==> src/rtl/sme_host_tx.sv <==
// Host-side driver for the string-match engine: buffers a string and a pattern, serializes them, captures the result.
// Latency: first char the cycle after start is sampled; done the cycle after valid, or after TIMEOUT cycles in WAIT.
// Backpressure: none; start/load_en/load_clr are dropped while busy, and a buffer write when that buffer is full is dropped.
module sme_host_tx #(
   parameter int STR_MAX = 32,
   parameter int PAT_MAX = 8,
   parameter int TIMEOUT = 64
) (
   input  logic       clk,
   input  logic       reset,
   input  logic       load_clr,
   input  logic       load_en,
   input  logic       load_sel,
   input  logic [7:0] load_data,
   input  logic       start,
   input  logic       send_str,
   output logic [7:0] chardata,
   output logic       isstring,
   output logic       ispattern,
   input  logic       valid,
   input  logic       match,
   input  logic [4:0] match_index,
   output logic       busy,
   output logic       done,
   output logic       result_match,
   output logic [4:0] result_index,
   output logic       timeout_err
);

   localparam int SLW = $clog2(STR_MAX + 1);
   localparam int PLW = $clog2(PAT_MAX + 1);
   localparam int SIW = $clog2(STR_MAX);
   localparam int PIW = $clog2(PAT_MAX);
   localparam int CW  = $clog2(TIMEOUT);

   typedef enum logic [2:0] {IDLE, SEND_STR, SEND_PAT, WAIT, DONE} state_t;

   state_t           r_state, w_state_nxt;
   logic [7:0]       r_str [STR_MAX];
   logic [7:0]       r_pat [PAT_MAX];
   logic [SLW-1:0]   r_str_len;
   logic [PLW-1:0]   r_pat_len;
   logic             r_sent_flag;
   logic [SLW-1:0]   r_idx, w_idx_nxt;
   logic [CW-1:0]    r_cnt, w_cnt_nxt;

   logic             w_idle, w_start_ok, w_str_wr, w_pat_wr, w_sent_set;
   logic [7:0]       w_chardata;
   logic             w_isstring, w_ispattern, w_busy, w_done;
   logic             w_res_match, w_tmo;
   logic [4:0]       w_res_index;

   assign w_idle     = (r_state == IDLE);
   // A pattern-only send reuses the string the engine already holds, so it needs a prior string send.
   assign w_start_ok = w_idle && start && (r_pat_len != '0) &&
                       (send_str ? (r_str_len != '0) : r_sent_flag);
   // Clear beats append; appends to a full buffer are dropped.
   assign w_str_wr   = w_idle && load_en && !load_clr && !load_sel && (r_str_len != SLW'(STR_MAX));
   assign w_pat_wr   = w_idle && load_en && !load_clr &&  load_sel && (r_pat_len != PLW'(PAT_MAX));

   // Next-state and next-output logic; every output is then registered.
   always_comb begin
      w_state_nxt = r_state;
      w_idx_nxt   = r_idx;
      w_cnt_nxt   = r_cnt;
      w_chardata  = chardata;
      w_isstring  = isstring;
      w_ispattern = ispattern;
      w_busy      = busy;
      w_done      = 1'b0;
      w_res_match = result_match;
      w_res_index = result_index;
      w_tmo       = timeout_err;
      w_sent_set  = 1'b0;
      case (r_state)
         IDLE: begin
            if (w_start_ok) begin
               w_busy    = 1'b1;
               w_tmo     = 1'b0;
               w_idx_nxt = SLW'(1);
               if (send_str) begin
                  w_state_nxt = SEND_STR;
                  w_chardata  = r_str[0];
                  w_isstring  = 1'b1;
               end else begin
                  w_state_nxt = SEND_PAT;
                  w_chardata  = r_pat[0];
                  w_ispattern = 1'b1;
               end
            end
         end
         SEND_STR: begin
            if (r_idx == r_str_len) begin
               // Last string char was on the wire; roll straight into the pattern.
               w_sent_set  = 1'b1;
               w_state_nxt = SEND_PAT;
               w_isstring  = 1'b0;
               w_ispattern = 1'b1;
               w_chardata  = r_pat[0];
               w_idx_nxt   = SLW'(1);
            end else begin
               w_chardata = r_str[r_idx[SIW-1:0]];
               w_idx_nxt  = r_idx + SLW'(1);
            end
         end
         SEND_PAT: begin
            if (r_idx == SLW'(r_pat_len)) begin
               w_state_nxt = WAIT;
               w_ispattern = 1'b0;
               w_chardata  = 8'd0;
               w_cnt_nxt   = '0;
            end else begin
               w_chardata = r_pat[r_idx[PIW-1:0]];
               w_idx_nxt  = r_idx + SLW'(1);
            end
         end
         WAIT: begin
            if (valid) begin
               w_res_match = match;
               w_res_index = match_index;
               w_done      = 1'b1;
               w_busy      = 1'b0;
               w_state_nxt = DONE;
            end else if (r_cnt == CW'(TIMEOUT - 1)) begin
               w_res_match = 1'b0;
               w_res_index = 5'd0;
               w_tmo       = 1'b1;
               w_done      = 1'b1;
               w_busy      = 1'b0;
               w_state_nxt = DONE;
            end else begin
               w_cnt_nxt = r_cnt + CW'(1);
            end
         end
         DONE:    w_state_nxt = IDLE;
         default: w_state_nxt = IDLE;
      endcase
   end

   // State, sequencing counters and registered outputs.
   always_ff @(posedge clk or posedge reset) begin
      if (reset) begin
         r_state      <= IDLE;
         r_idx        <= '0;
         r_cnt        <= '0;
         chardata     <= 8'd0;
         isstring     <= 1'b0;
         ispattern    <= 1'b0;
         busy         <= 1'b0;
         done         <= 1'b0;
         result_match <= 1'b0;
         result_index <= 5'd0;
         timeout_err  <= 1'b0;
      end else begin
         r_state      <= w_state_nxt;
         r_idx        <= w_idx_nxt;
         r_cnt        <= w_cnt_nxt;
         chardata     <= w_chardata;
         isstring     <= w_isstring;
         ispattern    <= w_ispattern;
         busy         <= w_busy;
         done         <= w_done;
         result_match <= w_res_match;
         result_index <= w_res_index;
         timeout_err  <= w_tmo;
      end
   end

   // Buffer lengths and the string-already-sent flag.
   always_ff @(posedge clk or posedge reset) begin
      if (reset) begin
         r_str_len   <= '0;
         r_pat_len   <= '0;
         r_sent_flag <= 1'b0;
      end else begin
         if (w_sent_set) r_sent_flag <= 1'b1;
         if (w_idle && load_clr) begin
            r_str_len <= '0;
            r_pat_len <= '0;
         end else begin
            if (w_str_wr) r_str_len <= r_str_len + SLW'(1);
            if (w_pat_wr) r_pat_len <= r_pat_len + PLW'(1);
         end
      end
   end

   // Character storage; contents are don't-care until loaded.
   always_ff @(posedge clk) begin
      if (w_str_wr) r_str[r_str_len[SIW-1:0]] <= load_data;
      if (w_pat_wr) r_pat[r_pat_len[PIW-1:0]] <= load_data;
   end

endmodule

==> config.mk <==
export PLATFORM = sky130hd
export DESIGN_NAME = sme_host_tx
export DESIGN_NICKNAME = d
export VERILOG_FILES = /design/src/rtl/sme_host_tx.sv
export SDC_FILE = /design/constraint.sdc
export NUM_CORES = 1
export LEC_CHECK = 0
export CORE_MARGIN = 8
export CORE_UTILIZATION = 55
export DETAILED_ROUTE_END_ITERATION = 6
export PLACE_DENSITY = 0.75
export SETUP_SLACK_MARGIN = 0.15
export SYNTH_ARGS = -nofsm -noshare
export SYNTH_HDL_FRONTEND = slang
export SYNTH_SLANG_ARGS = --single-unit
==> constraint.sdc <==
create_clock -name clk -period 3.1 [get_ports clk]
set_clock_uncertainty 0.2 [all_clocks]
set_input_delay 0.465 -clock clk [delete_from_list [all_inputs] [get_ports clk]]
set_output_delay 0.465 -clock clk [all_outputs]
set_load 0.03 [all_outputs]
==> impl_metrics.csv, run 1 <==
group,metric,value,unit
routing,vias_per_cell,6.37,
critical_path,reg2regPathDepth,6,
synthesis,synth_area_per_cell,17.6,µm²
timing,period_needed,2.69,ns
cts,clkTransAtPathRegs,0.06,ns
timing,maxSlewViolCount,0,
routing,drcViolationCount,0,
timing,clock.fmax,371,MHz
routing,antenna_left,0,
critical_path,endpoint_kind,"register",
floorplanning,core,27000,µm²
global_routing,track_usage,20.8,%
placed_design,placed_cell_area,16400,µm²
cts,htree_num_levels,2,
synthesis,seq_area_frac_synth,70.8,%
synthesis,synthArstFlopShare,12.3,%
floorplanning,initial_core_util,56.1,%
global_routing,grt-ovfl-total,0,
critical_path,rr_startpoint,"r_idx[0]$_DFFE_PP0P_",
synthesis,synthCells,860,
placed_design,dp.final_hpwl,21.6,mm
final_layout,final_cell_mix,"320 x edfxtp_1, 87 x buf_4, 65 x mux4_2",
final_layout,final_common_cell,"edfxtp_1",
cts,cts.sinks,365,
cts,clock_latency,0.53,ns
timing,rsz0062_at_grt,"false",
placed_design,post-place-ws,0.172,ns
critical_path,start_kind,"register",
timing,layout_setup_ws,0.405,ns
cts,max-clock-path-buffers,3,
power_and_ir_drop,power_density,808,nW/µm²
synthesis,ys_types,67,
synthesis,syn_nets,890,
critical_path,crit_chain,"buf_4 -> mux2i_1 -> o221ai_1 -> a211o_1 -> o211ai_1 -> a31oi_1",
floorplanning,pin_count,41,
outcome,status,"complete, no violations",
timing,relSlewSlack,51.0,%
cts,cts_setup_buffers,0,
global_routing,antenna_found_initial,0,
cts,cts_made_buffers,37,
critical_path,r2r_end,"chardata[4]$_DFFE_PP0P_",
final_layout,fin_area,17600,µm²
cts,cts_tree,"done",
critical_path,cp_slowest_cell,"dfrtp_4",
timing,worst_pin_slew,0.734,ns
timing,fin_tns_setup,0,ns
global_routing,grt_pass1_wl,52.3,mm
final_layout,drive_gt1_share,26.0,%
placed_design,place.gp.congestion,0.818,
routing,dr.pass1.iters,7,
final_layout,final_nets,1012,
synthesis,synth-main-ff-cell,"edfxtp_1",
min_path,hold_class,"input port to asynchronous set/reset pin",
power_and_ir_drop,p_leak,0.00609,µW
global_routing,grt_max_degree,46,
final_layout,num-fill-cells,1804,
timing,period_share,86.9,%
flow_run,maxCapViolCount,0,
floorplanning,rows,60,
routing,drt_iter0_markers,1015,
synthesis,synth_edf_count,320,
synthesis,syn_area,15200,µm²
routing,wl_per_cell,25.7,µm
critical_path,crit_type,"register to register",
critical_path,cp.arrival,2.88,ns
critical_path,crit_fanout,33,
critical_path,max_stage_delay,0.81,ns
final_layout,antenna_cells,0,
critical_path,crit_required,3.29,ns
placed_design,portBuffers,40,
global_routing,grt_pass1_vias,8599,
cts,root_buffer,"clkbuf_16",
floorplanning,die-area,33100,µm²
floorplanning,fp.dieH,182,µm
final_layout,syn_to_final_growth,16.0,%
cts,postCtsHoldBufs,0,
cts,ctsResizeCount,0,
synthesis,ys_ff_latch,365,
timing,hold_viol,0,
timing,finalSetupViolCount,0,
final_layout,fin_util,65.1,%
routing,vias,8611,
routing,drt-total-wl,34.7,mm
floorplanning,fp.dieW,182,µm
critical_path,r2r_setup_slack,0.41,ns
synthesis,synth_warnings,0,
power_and_ir_drop,vdd_drop_max,0.439,mV
[worst max-delay path, delay by kind of cell (launching register included)]
kind | cells | cell delay, ns
buffers and inverters | 1 | 0.38
AOI/OAI and AO/OA | 4 | 0.84
DFF | 1 | 0.81
muxes | 1 | 0.30
[per-stage QoR]
stage	total power (µW)	cells	hold WS, ns
6_report	14200	1352	0.00403
3_3_place_gp	9930	1284	0.253
2_1_floorplan	8790	860	0.234
3_5_place_dp	10000	1284	0.251
4_1_cts	14200	1352	0.00329
5_1_grt	14700	1352	0.0208
[cell families (layout without fill, tap and decap cells)]
kind of cell	count (synthesis)	count (layout)	share of synthesized area [%]
and+or+nand+nor	184	184	6.51
DFF	365	365	70.8
xor gates and xnor gates	23	23	1.33
muxes	115	115	13.2
AOI/OAI and AO/OA	107	107	5.36
adders and majority gates	8	8	0.661
buffers and inverters	58	209	2.11
[how the worst max path moves through the flow]
stage | startpoint | end | slack, ns | cells past startpoint
2_1_floorplan | r_pat_len[0]$_DFFE_PP0P_ | r_pat[2][0]$_DFFE_PP_ | 0.15 | 7
3_3_place_gp | load_clr | r_str[22][4]$_DFFE_PP_ | 0.20 | 7
3_5_place_dp | load_clr | r_str[18][2]$_DFFE_PP_ | 0.17 | 7
4_1_cts | r_idx[0]$_DFFE_PP0P_ | chardata[7]$_DFFE_PP0P_ | 0.40 | 6
5_1_grt | r_idx[0]$_DFFE_PP0P_ | chardata[7]$_DFFE_PP0P_ | 0.26 | 6
6_report | r_idx[0]$_DFFE_PP0P_ | chardata[4]$_DFFE_PP0P_ | 0.41 | 6
[flip-flops by register name, summed over array words and instances (netlist names), 3 cells and up]
register      cells
r_str           256
r_cnt             6
r_str_len         6
chardata          8
r_state           3
r_pat            64
r_pat_len         4
result_index      5
r_idx             6
[final cells by class]
| type | count | area, µm² | area share [%] |
|---|---|---|---|
| Tap cell | 341 | 427 | 2.43 |
| Timing Repair Buffer | 129 | 1090 | 6.22 |
| Inverter | 12 | 45.0 | 0.256 |
| Clock buffer | 45 | 977 | 5.56 |
| Multi-Input combinational cell | 437 | 4110 | 23.4 |
| Clock inverter | 23 | 185 | 1.05 |
| Sequential cell | 365 | 10700 | 61.1 |
[synth_stat cells, drive strengths merged (14+ instances only)]
cell type / count / share of area [%]
a21oi: 17 / 0.61
edfxtp: 320 / 63
mux4: 65 / 9.7
mux2: 28 / 2.1
nand2: 37 / 0.93
o22a: 14 / 0.81
mux2i: 22 / 1.5
nor2: 63 / 1.6
buf: 34 / 1.5
dfrtp: 45 / 7.4
nand3: 20 / 0.66
xor2: 20 / 1.2
[routing by layer]
| layer | share of wire (%) | GRT usage (%) |
|---|---|---|
| met1 | 42 | 29.1 |
| met2 | 47 | 32.8 |
| met3 | 8.6 | 3.31 |
| met4 | 3.1 | 7.45 |
| met5 | 0 | 0 |
[power breakdown]
group	switching (µW)	total (µW)	internal (µW)
clock network	1820	4250	2430
registers	310	5880	5570
logic	2200	4070	1870
total	4330	14200	9880
(Power assumes the default switching activity.)
==> inputs of run 2 (changes only) <==
--- a/config.mk
+++ b/config.mk
@@ -5,6 +5,7 @@
 export SDC_FILE = /design/constraint.sdc
 export NUM_CORES = 1
 export LEC_CHECK = 0
+export CORE_ASPECT_RATIO = 1.5
 export CORE_MARGIN = 8
 export CORE_UTILIZATION = 55
 export DETAILED_ROUTE_END_ITERATION = 6
==> run 2 against run 1 <==
Combinational power is 3% higher. Largest power group unchanged. Core utilization is 0.99 points lower. Non-clock buffer count is 10 lower. Critical path type unchanged. Largest cell class unchanged.
==> impl_metrics.csv, run 2 (same netlist as run 1, synthesis figures left out) <==
group,metric,value,unit
final_layout,multi_input_area,4110,µm²
routing,top_layer,"met4",
global_routing,antenna_found_initial,0,
timing,period_needed,2.91,ns
timing,hold_viol,0,
routing,wl_per_cell,25.4,µm
critical_path,crit_type,"register to register",
routing,route.met3.wl,1.93,mm
critical_path,endpoint_kind,"register",
critical_path,max_stage_delay,0.56,ns
final_layout,seq_area,10700,µm²
floorplanning,die-area,33200,µm²
global_routing,grt-ovfl-total,0,
routing,met2_length,18.2,mm
cts,ctsResizeCount,0,
cts,cts_made_buffers,34,
final_layout,syn_to_final_growth,15.1,%
floorplanning,fp.dieH,219,µm
global_routing,track_usage,21.1,%
cts,max-clock-path-buffers,3,
cts,cts_setup_buffers,0,
global_routing,grt_pass1_wl,52.1,mm
cts,root_buffer,"clkbuf_16",
critical_path,reg2regPathDepth,7,
global_routing,grt_pass1_vias,8588,
critical_path,crit_required,3.13,ns
cts,cts_tree,"done",
final_layout,final_cell_mix,"320 x edfxtp_1, 74 x buf_4, 65 x mux4_2",
floorplanning,fp.dieW,152,µm
placed_design,placed_cell_area,16400,µm²
final_layout,largest_reg_flops,256,
routing,vias,8410,
routing,vias_per_cell,6.30,
cts,cts.sinks,365,
timing,relSlewSlack,52.9,%
critical_path,crit_chain,"inv_1 -> ha_1 -> nor4b_4 -> a2111oi_4 -> nand2_1 -> nor2_1 -> buf_4",
power_and_ir_drop,p_total,14000,µW
min_path,hold_class,"input port to asynchronous set/reset pin",
final_layout,drive_gt1_share,25.0,%
outcome,status,"complete, no violations",
routing,antenna_left,0,
placed_design,dp.final_hpwl,22.1,mm
cts,htree_num_levels,2,
routing,drcViolationCount,0,
timing,fin_tns_setup,0,ns
global_routing,grt_max_degree,42,
power_and_ir_drop,power_density,803,nW/µm²
final_layout,num-fill-cells,1876,
final_layout,fin_area,17400,µm²
critical_path,cp.arrival,2.94,ns
timing,whs,0.175,ns
floorplanning,initial_core_util,55.7,%
routing,drt_iter0_markers,659,
cts,clkTransAtPathRegs,0.07,ns
timing,worst_pin_slew,0.706,ns
routing,dr.pass1.iters,5,
critical_path,cp_slowest_cell,"a2111oi_4",
routing,drt-total-wl,33.9,mm
final_layout,final_common_cell,"edfxtp_1",
timing,clock.fmax,343,MHz
floorplanning,core,27200,µm²
final_layout,antenna_cells,0,
floorplanning,rows,74,
flow_run,maxCapViolCount,0,
timing,maxSlewViolCount,0,
final_layout,final_nets,999,
critical_path,start_kind,"register",
placed_design,portBuffers,40,
power_and_ir_drop,vdd_drop_max,0.643,mV
placed_design,place.gp.congestion,0.860,
routing,wl_met1,12.5,mm
floorplanning,pin_count,41,
cts,clock_latency,0.52,ns
placed_design,post-place-ws,0.152,ns
timing,rsz0062_at_grt,"true",
timing,period_share,94.0,%
critical_path,crit_fanout,7,
timing,finalSetupViolCount,0,
timing,layout_setup_ws,0.186,ns
power_and_ir_drop,p_leak,0.00600,µW
-- run 2: changes by cell type in the layout (fill, tap and decap cells not counted) --
cell | previous run | this run
clkinv_8 | 1 | 0
buf_4 | 87 | 74
buf_12 | 2 | 5
clkinv_1 | 8 | 3
clkbuf_16 | 38 | 35
clkbuf_1 | 7 | 9
clkinvlp_4 | 0 | 2
inv_6 | 0 | 1
inv_16 | 1 | 0
clkbuf_8 | 0 | 1
clkinv_2 | 10 | 6
-- run 2: area by class of cell --
class                           count  share of cell area [%]
Clock buffer                       45                    5.29
Clock inverter                     15                   0.768
Multi-Input combinational cell    437                    23.6
Sequential cell                   365                    61.6
Timing Repair Buffer              119                    6.05
Inverter                           12                   0.258
Tap cell                          342                    2.45
-- run 2: metal layers --
| layer | global-route usage, % | vias up |
|---|---|---|
| li1 | - | 3664 |
| met1 | 25.0 | 4325 |
| met2 | 37.5 | 332 |
| met3 | 2.95 | 89 |
| met4 | 8.62 | 0 |
| met5 | 0 | - |
-- run 2: worst max-delay path, delay by kind of cell, from the launching register on --
| kind | cells | cell delay (ns) |
|---|---|---|
| AO/OA/AOI/OAI | 1 | 0.56 |
| adder cells (fa/ha/maj) | 1 | 0.22 |
| buffers and inverters | 2 | 0.32 |
| flip-flops | 1 | 0.44 |
| AND/OR/NAND/NOR | 3 | 0.88 |
-- run 2: power by group --
group	switching (µW)	internal, µW
Clock	1710	2270
Combinational	2280	1910
Sequential	264	5570
-- run 2: stage by stage --
step,std cells,util (%)
floorplan,860,-
global placement,1275,60.2
detailed placement,1275,60.2
CTS,1335,64.1
global route,1335,64.1
finish,1335,64.1
-- run 2: final timing paths --
path / from / to / slack [ns]
setup / recovery: r_str_len[1]$_DFFE_PP0P_ / r_str[16][3]$_DFFE_PP_ / 0.19
hold / removal: reset / chardata[6]$_DFFE_PP0P_ / 0.18
setup reg to reg: r_str_len[1]$_DFFE_PP0P_ / r_str[16][3]$_DFFE_PP_ / 0.19
hold reg to reg: r_sent_flag$_DFFE_PP0P_ / r_sent_flag$_DFFE_PP0P_ / 0.26
max in group asynchronous: reset / r_cnt[5]$_DFFE_PP0P_ / 1.82
min in group clk: r_sent_flag$_DFFE_PP0P_ / r_sent_flag$_DFFE_PP0P_ / 0.26
-- run 2: repair_timing --
| action | CTS | global route |
|---|---|---|
| hold endpoints to repair | 0 | 0 |
| hold buffers | 0 | 0 |
| endpoints found under the setup margin | 0 | 32 |
==> inputs of run 3 (changes only) <==
--- a/config.mk
+++ b/config.mk
@@ -5,7 +5,6 @@
 export SDC_FILE = /design/constraint.sdc
 export NUM_CORES = 1
 export LEC_CHECK = 0
-export CORE_ASPECT_RATIO = 1.5
 export CORE_MARGIN = 8
 export CORE_UTILIZATION = 55
 export DETAILED_ROUTE_END_ITERATION = 6
==> results of run 3 <==
Final layout, timing and power as in run 1 (identical DEF).
==> RTL edit, RTL diff (config.mk and constraints of run 2) <==
Put one more register stage on the output `timeout_err`, without a reset. The value now appears one clock later. The other outputs are not delayed to match.
--- a/src/rtl/sme_host_tx.sv
+++ b/src/rtl/sme_host_tx.sv
@@ -36,4 +36,6 @@
    typedef enum logic [2:0] {IDLE, SEND_STR, SEND_PAT, WAIT, DONE} state_t;
 
+   logic timeout_err_s0;
+
    state_t           r_state, w_state_nxt;
    logic [7:0]       r_str [STR_MAX];
@@ -71,5 +73,5 @@
       w_res_match = result_match;
       w_res_index = result_index;
-      w_tmo       = timeout_err;
+      w_tmo       = timeout_err_s0;
       w_sent_set  = 1'b0;
       case (r_state)
@@ -151,5 +153,5 @@
          result_match <= 1'b0;
          result_index <= 5'd0;
-         timeout_err  <= 1'b0;
+         timeout_err_s0 <= 1'b0;
       end else begin
          r_state      <= w_state_nxt;
@@ -163,5 +165,5 @@
          result_match <= w_res_match;
          result_index <= w_res_index;
-         timeout_err  <= w_tmo;
+         timeout_err_s0 <= w_tmo;
       end
    end
@@ -191,4 +193,8 @@
    end
 
+   always_ff @(posedge clk) begin
+      timeout_err <= timeout_err_s0;
+   end
+
 endmodule
 
Function: same outputs for any inputs over 4 cycles, from zero or initial values and one cycle with reset high; that may be too few to reach the edited logic, so the function may still have changed.
==> RTL edit against run 2 <==
- area after synthesis is 0.13% higher
- total power is 2.1% higher
- largest cell class unchanged
- cell area is 0.52% higher
- wire length is 3.2% higher
- maximum frequency is 6.8% higher
- critical endpoint is now r_state[0]
- setup slack better by 0.19 ns
- sequential cell count is 1 higher
- final cell count is 0.30% higher
- hold slack better by 0.0084 ns
==> RTL edit: results (changes against run 2) <==
stage;metric;value;unit;change
logic_synthesis;ys async rst share;0.123;;about the same
power_and_ir_drop;P_leak;6.04;nW;was 6.00 nW
sta;final hold slack;0.184;ns;was 0.175 ns
logic_synthesis;Post-Synth XOR/XNOR Area;0.0133;;about the same
hold_path;Min-Delay Path Class;reg -> reg;;was in -> async
critical_path;Critical-path top delay cell;dfrtp_1;;was a2111oi_4
power_and_ir_drop;switching share of power;0.303;;was 0.304
critical_path;Reg-to-Reg End;r_state[0];;was r_str[16][3]
placed_design;Area after DPL;16400;sq um;about the same
logic_synthesis;post-synthesis mux area share;0.132;;about the same
power_and_ir_drop;Comb pwr share;0.288;;was 0.299
logic_synthesis;Synth Area in Compound Gates;0.0535;;was 0.0536
finish;Nets;1002;;was 999
critical_path;r2r setup slk;0.37;ns;was 0.19 ns
detailed_routing;DR WL/cell;26.1;um;was 25.4 um
logic_synthesis;Seq/Total Area, Yosys;0.709;;was 0.708
detailed_routing;via density per instance;6.27;;was 6.30
run_status;status;finished clean;;unchanged
placed_design;Inst Count DP;1278;;was 1,275
logic_synthesis;area share of fa/ha/maj cells after synthesis;0.00660;;was 0.00661
sta;fmax;0.367;GHz;was 0.343 GHz
detailed_routing;Detailed Route WL;35.0;mm;was 33.9 mm
clocking;Worst-Skew Late Latency;0.54;ns;was 0.52 ns
power_and_ir_drop;Seq. pwr;5.88;mW;was 5.84 mW
global_routing;vias in the first global route;8800;;was 8,588
sta;Rel. slew slack;0.356;;was 0.529
placed_design;placer congestion estimate;0.922;;was 0.860
logic_synthesis;Avg Cell Area, Syn;17.6;sq um;about the same
placed_design;DP Wirelength;22.8;mm;was 22.1 mm
==> RTL edit: changes by cell type in the layout (fill, tap and decap cells not counted), sizes merged <==
cell      change
buf           +2
clkinv        +2
clkbuf        -2
inv           -1
clkinvlp      -1
dfxtp         +1
bufinv        +3
==> RTL edit: cells by family (layout without fill, tap and decap cells) <==
kind of cell,Yosys count,after routing
buffers and inverters,58,194
AO/OA/AOI/OAI,107,107
adder cells (fa/ha/maj),8,8
multiplexers,115,115
XOR/XNOR,23,23
flip-flops,366,366
AND/OR/NAND/NOR,184,184
==> RTL edit: area by class of cell <==
type                       count  area (sq um)
clock buffer                  43           916
clock inverter                18           234
fill                        1892          9690
inverter                      12          45.0
multi-input combinational    437          4110
sequential                   366         10800
tap                          342           428
timing repair buffer         121          1030
==> RTL edit: per-layer routing <==
metal  wire, um  vias up  global-route usage
li1           -     3675                   -
met1      12700     4232               0.258
met2      17900      382               0.372
met3       2300      105              0.0338
met4       2080        0               0.131
met5          0        -                   0
